**config.mk**
```make
export PLATFORM = sky130hd
export DESIGN_NAME = gray_counter
export DESIGN_NICKNAME = d
export VERILOG_FILES = /design/src/rtl/gray_counter.sv
export SDC_FILE = /design/constraint.sdc
export NUM_CORES = 1
export LEC_CHECK = 0
export CORE_UTILIZATION = 37
export CTS_BUF_LIST = sky130_fd_sc_hd__clkbuf_2 sky130_fd_sc_hd__clkbuf_4 sky130_fd_sc_hd__clkbuf_8
export DETAILED_ROUTE_END_ITERATION = 10
export PLACE_DENSITY = 0.87
export SLEW_MARGIN = 20
export SYNTH_ARGS = -nofsm -noshare
export SYNTH_HDL_FRONTEND = slang
export SYNTH_SLANG_ARGS = --single-unit
```
**constraint.sdc**
```tcl
create_clock -name clk -period 2.5 [get_ports clk]
set_clock_uncertainty 0.15 [all_clocks]
set_input_delay 0.625 -clock clk [delete_from_list [all_inputs] [get_ports clk]]
set_output_delay 0.625 -clock clk [all_outputs]
set_load 0.02 [all_outputs]
```
**src/rtl/gray_counter.sv**
```systemverilog
// ---------------------------------------------------------------------------
// gray_counter : binary up/down counter with registered Gray-coded output
// Rev 1.0
// ---------------------------------------------------------------------------
`default_nettype none

module gray_counter #(
  parameter int                 WIDTH   = 4,
  parameter logic [WIDTH-1:0]   RST_VAL = '0
) (
  input  logic             clk,
  input  logic             rst_n,
  input  logic             en,
  input  logic             up,
  input  logic             load,
  input  logic [WIDTH-1:0] load_bin,
  output logic [WIDTH-1:0] bin_q,
  output logic [WIDTH-1:0] gray_q,
  output logic [WIDTH-1:0] gray_next,
  output logic             wrap,
  output logic             busy_step
);

  localparam logic [WIDTH-1:0] C_ONE      = WIDTH'(1);
  localparam logic [WIDTH-1:0] C_ZERO     = '0;
  localparam logic [WIDTH-1:0] C_ALL_ONES = '1;
  localparam logic [WIDTH-1:0] C_RST_GRAY = RST_VAL ^ (RST_VAL >> 1);

  logic [WIDTH-1:0] bin_d;
  logic [WIDTH-1:0] gray_d;
  logic             wrap_d;
  logic             wrap_q;
  logic             busy_step_d;
  logic             busy_step_q;

  // Next binary value: load beats en, en beats hold.
  always_comb begin
    bin_d  = bin_q;
    wrap_d = 1'b0;
    if (load) begin
      bin_d = load_bin;
    end else if (en) begin
      if (up) begin
        bin_d  = bin_q + C_ONE;
        wrap_d = (bin_q == C_ALL_ONES);
      end else begin
        bin_d  = bin_q - C_ONE;
        wrap_d = (bin_q == C_ZERO);
      end
    end
  end

  // Gray is encoded from the next binary value so both registers update together.
  always_comb begin
    gray_d      = bin_d ^ (bin_d >> 1);
    busy_step_d = en & ~load;
  end

  always_ff @(posedge clk or negedge rst_n) begin
    if (!rst_n) begin
      bin_q       <= RST_VAL;
      gray_q      <= C_RST_GRAY;
      wrap_q      <= 1'b0;
      busy_step_q <= 1'b0;
    end else begin
      bin_q       <= bin_d;
      gray_q      <= gray_d;
      wrap_q      <= wrap_d;
      busy_step_q <= busy_step_d;
    end
  end

  assign gray_next = gray_d;
  assign wrap      = wrap_q;
  assign busy_step = busy_step_q;

endmodule

`default_nettype wire

```
==> impl_metrics.yaml, run 1 <==
timing:
  hold_viol: 0
  fin_ws_ps: -315
  setup_viol: 4
  period_share_pct: 113
  finalSetupTns_ps: -1210
  tightest_slew_ps: 413
  grt_setup_unrepaired: "yes"
  drv_slew: 0
  min_period_ps: 2820
  max_freq_mhz: 355
  slew_headroom_pct: 72.4
setup_path:
  cp.arrival_ps: 2040
  cp.required_ps: 1730
  slowest_stage: "fa_2"
  start_kind: "primary input"
  worstPathMaxFanout: 3
  path_cells: "buf_8 > clkinvlp_4 > fa_2 > mux2i_1 > nor2_1 > a21oi_2 > buf_6 > xnor2_4 > buf_6"
  critPathKind: "in2out"
  max_stage_delay_ps: 540
  cp-end-kind: "output port"
  crit_top_cell: "buf_6"
routing:
  num_vias: 474
  firstDrtPassIters: 4
  wire_per_inst_um: 13.3
  first_iter_violations: 4
  via_per_inst: 5.04
  drc: 0
  ant_nets: 0
  wl_um: 1250
logic_synthesis:
  ys.warnings.count: 0
  yosysUniqueCellTypes: 22
  synth_seq_cells: 9
  synth_edf_count: 0
  syn_area_um2: 497
  synthFlopType: "dfrtp_1"
  async_reset_ff_share_pct: 100
  ys_seq_area_share_pct: 45.3
  avgSynthCellArea_um2: 11.0
  syn_inst: 45
  synth_top_area_share_pct: 45.3
  yosys-top-cells-area: "dfrtp_1, xnor2_1, ha_1, buf_4, fa_1"
  synth_area_leader_cell: "dfrtp_1"
  syn_nets: 57
global_route:
  overflow: 0
  grt_max_degree: 10
  grt_pass1_vias: 464
  track_usage_pct: 22.1
  antenna_found_initial: 0
  grt_pass1_wl_um: 2110
finish:
  stdcell_area_um2: 927
  antenna-diode-count: 0
  drive_gt1_share_pct: 42.5
  nFillCells: 91
  area.growth.synth_to_final_pct: 86.6
  final_util_pct: 79.2
  fin_nets: 93
cts:
  clock-root-buffer: "clkbuf_4"
  cts_tree: "built"
  clk_pin_slew_ps: 60
  h-tree-depth: 1
  cts_sinks: 9
  worstSkewPairLatency_ps: 260
  cts_max_path_buffers: 2
  cts_buffers: 3
placement:
  dp_hpwl_um: 974
  placed_area_um2: 845
  port_buffers: 22
  gp_congestion: 0.811
power_and_ir_drop:
  peakVddDrop_v: 0.000389
  cellPowerDensity_nw_per_um2: 724
  p_leak_uw: 0.000421
worst_hold_path:
  hold_class: "in2async"
floorplan:
  rows: 12
  coreArea_um2: 1170
  die_y_um: 38.6
  start_util_pct: 42.4
  io_pins: 23
  die_area_um2: 1490
  die_x_um: 38.6
status:
  violations: "setup timing"
  status: "finished, violations left"
flow_run:
  drv_cap: 0
==> where the power goes <==
| group | internal (µW) | switching [µW] |
|---|---|---|
| logic | 192 | 167 |
| registers | 172 | 19.9 |
| clock network | 72.2 | 49.2 |
| total | 436 | 236 |
==> sequential cells by signal, indices dropped and copies added (netlist names) <==
name       cells
bin_q          4
busy_step      1
gray_q         3
wrap           1
==> worst max-delay path, delay by kind of cell <==
family	cells	cell delay, ps
AO/OA/AOI/OAI	1	60
XOR/XNOR	1	180
adder cells (fa/ha/maj)	1	540
buffers and inverters	4	450
multiplexers	1	70
AND/OR/NAND/NOR	1	120
==> synthesized netlist by cell type (all sizes together), types with 2 or more instances <==
library cell	instances
buf	3
a21oi	2
nor2	4
o21ai	2
nand2	2
mux2i	2
xor2	2
ha	2
xnor2	4
dfrtp	9
inv	3
==> area by class of cell <==
type,instances,area [µm²],area share (%)
Clock buffer,4,30.0,3.24
Inverter,3,15.0,1.62
Multi-Input combinational cell,30,314,33.9
Sequential cell,9,225,24.3
Tap cell,14,17.5,1.89
Timing Repair Buffer,34,325,35.1
==> stage by stage <==
step	total power, µW	hold slack (ps)	worst slack (ps)	cells
6_report	672	511	-315	94
4_1_cts	667	515	-350	93
3_3_place_gp	503	509	-1290	87
5_1_grt	715	533	-408	94
2_1_floorplan	365	179	-136	45
3_5_place_dp	515	527	-1320	87
==> repair_timing <==
action	in CTS	in global routing
setup endpoints to repair	4	4
hold buffers	0	0
buffers inserted	3	1
resized for setup	36	1
pin swaps	9	5
==> cells in the final DEF, fill, tap and decap left out, types with 4 or more instances in the layout <==
cell             netlist  final
dfrtp_1                9      9
nor2_1                 4      4
buf_6                  0      6
buf_4                  3     10
clkbuf_4               0      4
clkdlybuf4s50_1        0     15
==> layer usage <==
metal  share of wire [%]  wire (µm)  GRT usage (%)
met1                  35        434           24.0
met2                  56        707           39.6
met3                 6.9         86           6.94
met4                 2.0         25           7.76
met5                   0          0              0
==> path summary, 6_finish.rpt <==
| path | from | to | slack (ps) | cells after the start |
|---|---|---|---|---|
| setup / recovery | up | gray_next[1] | -320 | 9 |
| hold / removal | rst_n | bin_q[0] | 510 | 1 |
| max in group asynchronous | rst_n | busy_step | 1400 | 1 |
| min in group clk | bin_q[3] | wrap | 540 | 2 |
| hold reg to reg | bin_q[3] | wrap | 540 | 2 |
| setup reg to reg | bin_q[1] | gray_q[1] | 550 | 7 |
==> cells by family (layout without fill, tap and decap cells) <==
kind of cell    count (synthesis)  count (layout)  share of synthesized area (%)
compound gates                  7               7                           8.82
buf+inv                         6              41                           6.80
fa+ha+maj                       3               3                           9.07
xor+xnor                        6               6                           10.6
mux                             2               2                           4.03
simple gates                   12              12                           15.4
flops                           9               9                           45.3
(Power assumes the default switching activity.)
==> inputs of run 2 (changes only) <==
--- a/config.mk
+++ b/config.mk
@@ -5,6 +5,7 @@
 export SDC_FILE = /design/constraint.sdc
 export NUM_CORES = 1
 export LEC_CHECK = 0
+export CORE_MARGIN = 2
 export CORE_UTILIZATION = 37
 export CTS_BUF_LIST = sky130_fd_sc_hd__clkbuf_2 sky130_fd_sc_hd__clkbuf_4 sky130_fd_sc_hd__clkbuf_8
 export DETAILED_ROUTE_END_ITERATION = 10
@@ -13,3 +14,4 @@
 export SYNTH_ARGS = -nofsm -noshare
 export SYNTH_HDL_FRONTEND = slang
 export SYNTH_SLANG_ARGS = --single-unit
+export TNS_END_PERCENT = 50
==> run 2 against run 1 <==
  * The run still ends with setup timing left
  * Maximum frequency shrank 1.5%
  * Flip-flop and latch count stayed put
  * Sequential power is essentially flat
  * Critical endpoint is now gray_next[2]
  * Core utilization down 7.2 points
  * Count of clock-buffer cells in the layout unchanged
  * First-iteration DRC count unchanged
==> impl_metrics.yaml, run 2 (same netlist as run 1, synthesis figures left out) <==
status:
  status: "finished, violations left"
  violations: "setup timing"
global_route:
  grt_max_degree: 10
  antenna_found_initial: 0
  grt_pass1_wl_um: 1900
  overflow: 0
  grt_pass1_vias: 412
  track_usage_pct: 18.8
finish:
  layout_commonest_cell: "clkdlybuf4s50_1"
  antenna-diode-count: 0
  reg_top3: "bin_q (4), gray_q (3)"
  drive_gt1_share_pct: 42.5
  regMostFlops: "bin_q"
  fin_nets: 93
  mostFrequentLayoutCells: "clkdlybuf4s50_1, buf_4, dfrtp_1, buf_6"
  largest_reg_flops: 4
  area.growth.synth_to_final_pct: 86.1
cts:
  worstSkewPairLatency_ps: 260
  cts_max_path_buffers: 2
  h-tree-depth: 1
  cts_buffers: 3
  cts_tree: "built"
  clock-root-buffer: "clkbuf_4"
  clk_pin_slew_ps: 60
  cts_sinks: 9
floorplan:
  start_util_pct: 38.7
  io_pins: 23
  die_y_um: 40.6
  die_x_um: 40.6
  die_area_um2: 1650
  rows: 13
  coreArea_um2: 1280
routing:
  first_iter_violations: 4
  wire_per_inst_um: 13.1
  drc: 0
  ant_nets: 0
  num_vias: 458
  via_per_inst: 4.82
  wl_um: 1250
  firstDrtPassIters: 4
setup_path:
  cp.arrival_ps: 2080
  slowest_stage: "or3_4"
  crit_end: "gray_next[2]"
  worstSetupPathDepth: 8
  r2r-end: "gray_q[2]"
  r2r_slack_ps: 680
  start_kind: "primary input"
  cp-end-kind: "output port"
  rr_startpoint: "bin_q[1]"
  path_cells: "buf_8 > clkinvlp_4 > ha_4 > nand3_2 > and4b_1 > or3_4 > xor2_4 > buf_6"
  r2r_cells: 6
  path_buf_inv: 3
  cp_top_family: "simple AND/OR/NAND/NOR gates"
  worstPathMaxFanout: 3
  worstSetupStartpoint: "up"
  cp.required_ps: 1730
  critPathKind: "in2out"
  max_stage_delay_ps: 400
timing:
  drv_slew: 0
  slew_headroom_pct: 56.4
  finalSetupTns_ps: -1330
  grt_setup_unrepaired: "yes"
  max_freq_mhz: 350
  setup_viol: 4
  hold_viol: 0
  min_period_ps: 2860
  fin_ws_ps: -358
  tightest_slew_ps: 648
  period_share_pct: 114
placement:
  place_ws_ps: -1310
  gp_congestion: 0.779
  port_buffers: 22
  dp_hpwl_um: 1010
power_and_ir_drop:
  p_leak_uw: 0.000420
  cellPowerDensity_nw_per_um2: 716
  p_int_uw: 429
  combPwrFrac_pct: 52.5
  pwr-share-seq_pct: 28.6
  swShare_pct: 35.2
  clock_power_share_pct: 18.9
  power.switching_uw: 233
  peakVddDrop_v: 0.000392
worst_hold_path:
  hold_class: "in2async"
flow_run:
  drv_cap: 0
-- run 2: per-stage QoR --
| stage | hold slack (ps) | instance area [µm²] | cells | total power (µW) | utilization (%) |
|---|---|---|---|---|---|
| 2_1_floorplan | 179 | 562 | 45 | 365 | - |
| 3_3_place_gp | 505 | 853 | 89 | 507 | 66.4 |
| 3_5_place_dp | 536 | 853 | 89 | 517 | 66.4 |
| 4_1_cts | 510 | 902 | 94 | 656 | 70.2 |
| 5_1_grt | 532 | 925 | 95 | 704 | 72.0 |
| 6_report | 504 | 925 | 95 | 662 | 72.0 |
-- run 2: final cells by class --
class,instances,area [µm²]
Fill cell,98,360
Sequential cell,9,225
Inverter,3,15.0
Tap cell,15,18.8
Clock buffer,4,30.0
Multi-Input combinational cell,30,314
Timing Repair Buffer,34,322
-- run 2: worst min-delay path by stage --
stage / cells after the start / to / from
3_3_place_gp: 2 / wrap / bin_q[3]
3_5_place_dp: 2 / wrap / bin_q[3]
2_1_floorplan: 0 / bin_q[0] / rst_n
5_1_grt: 1 / bin_q[3] / rst_n
6_report: 1 / gray_q[2] / rst_n
4_1_cts: 1 / busy_step / rst_n
-- run 2: power groups by stage --
stage	registers, µW	clock network (µW)	logic, µW
finish	189	125	348
global route	193	139	372
CTS	190	131	335
detailed placement	193	0	323
global placement	191	0	316
floorplan	229	0	136
-- run 2: worst reg2reg max path, delay by kind of cell, from the launching register on --
| family | cells | cell delay (ps) |
|---|---|---|
| DFF | 1 | 420 |
| buffers and inverters | 1 | 140 |
| xor gates and xnor gates | 2 | 330 |
| muxes | 1 | 180 |
| adders and majority gates | 1 | 400 |
| AOI/OAI and AO/OA | 1 | 90 |
-- run 2: repair_timing --
item                                    CTS  global route
pin swaps                                 7             4
hold buffers                              0             0
gates resized for setup                  33             2
setup buffers                             1             1
hold endpoints to repair                  0             0
gates cloned                              0             0
endpoints found under the setup margin    4             4
-- run 2: metal layers --
metal	part of all wire, %	global-route usage [%]	vias to the layer above
met3	5.2	8.15	2
met5	0	0	-
li1	-	-	224
met2	51	29.0	18
met4	0.96	7.50	0
met1	42	22.9	214
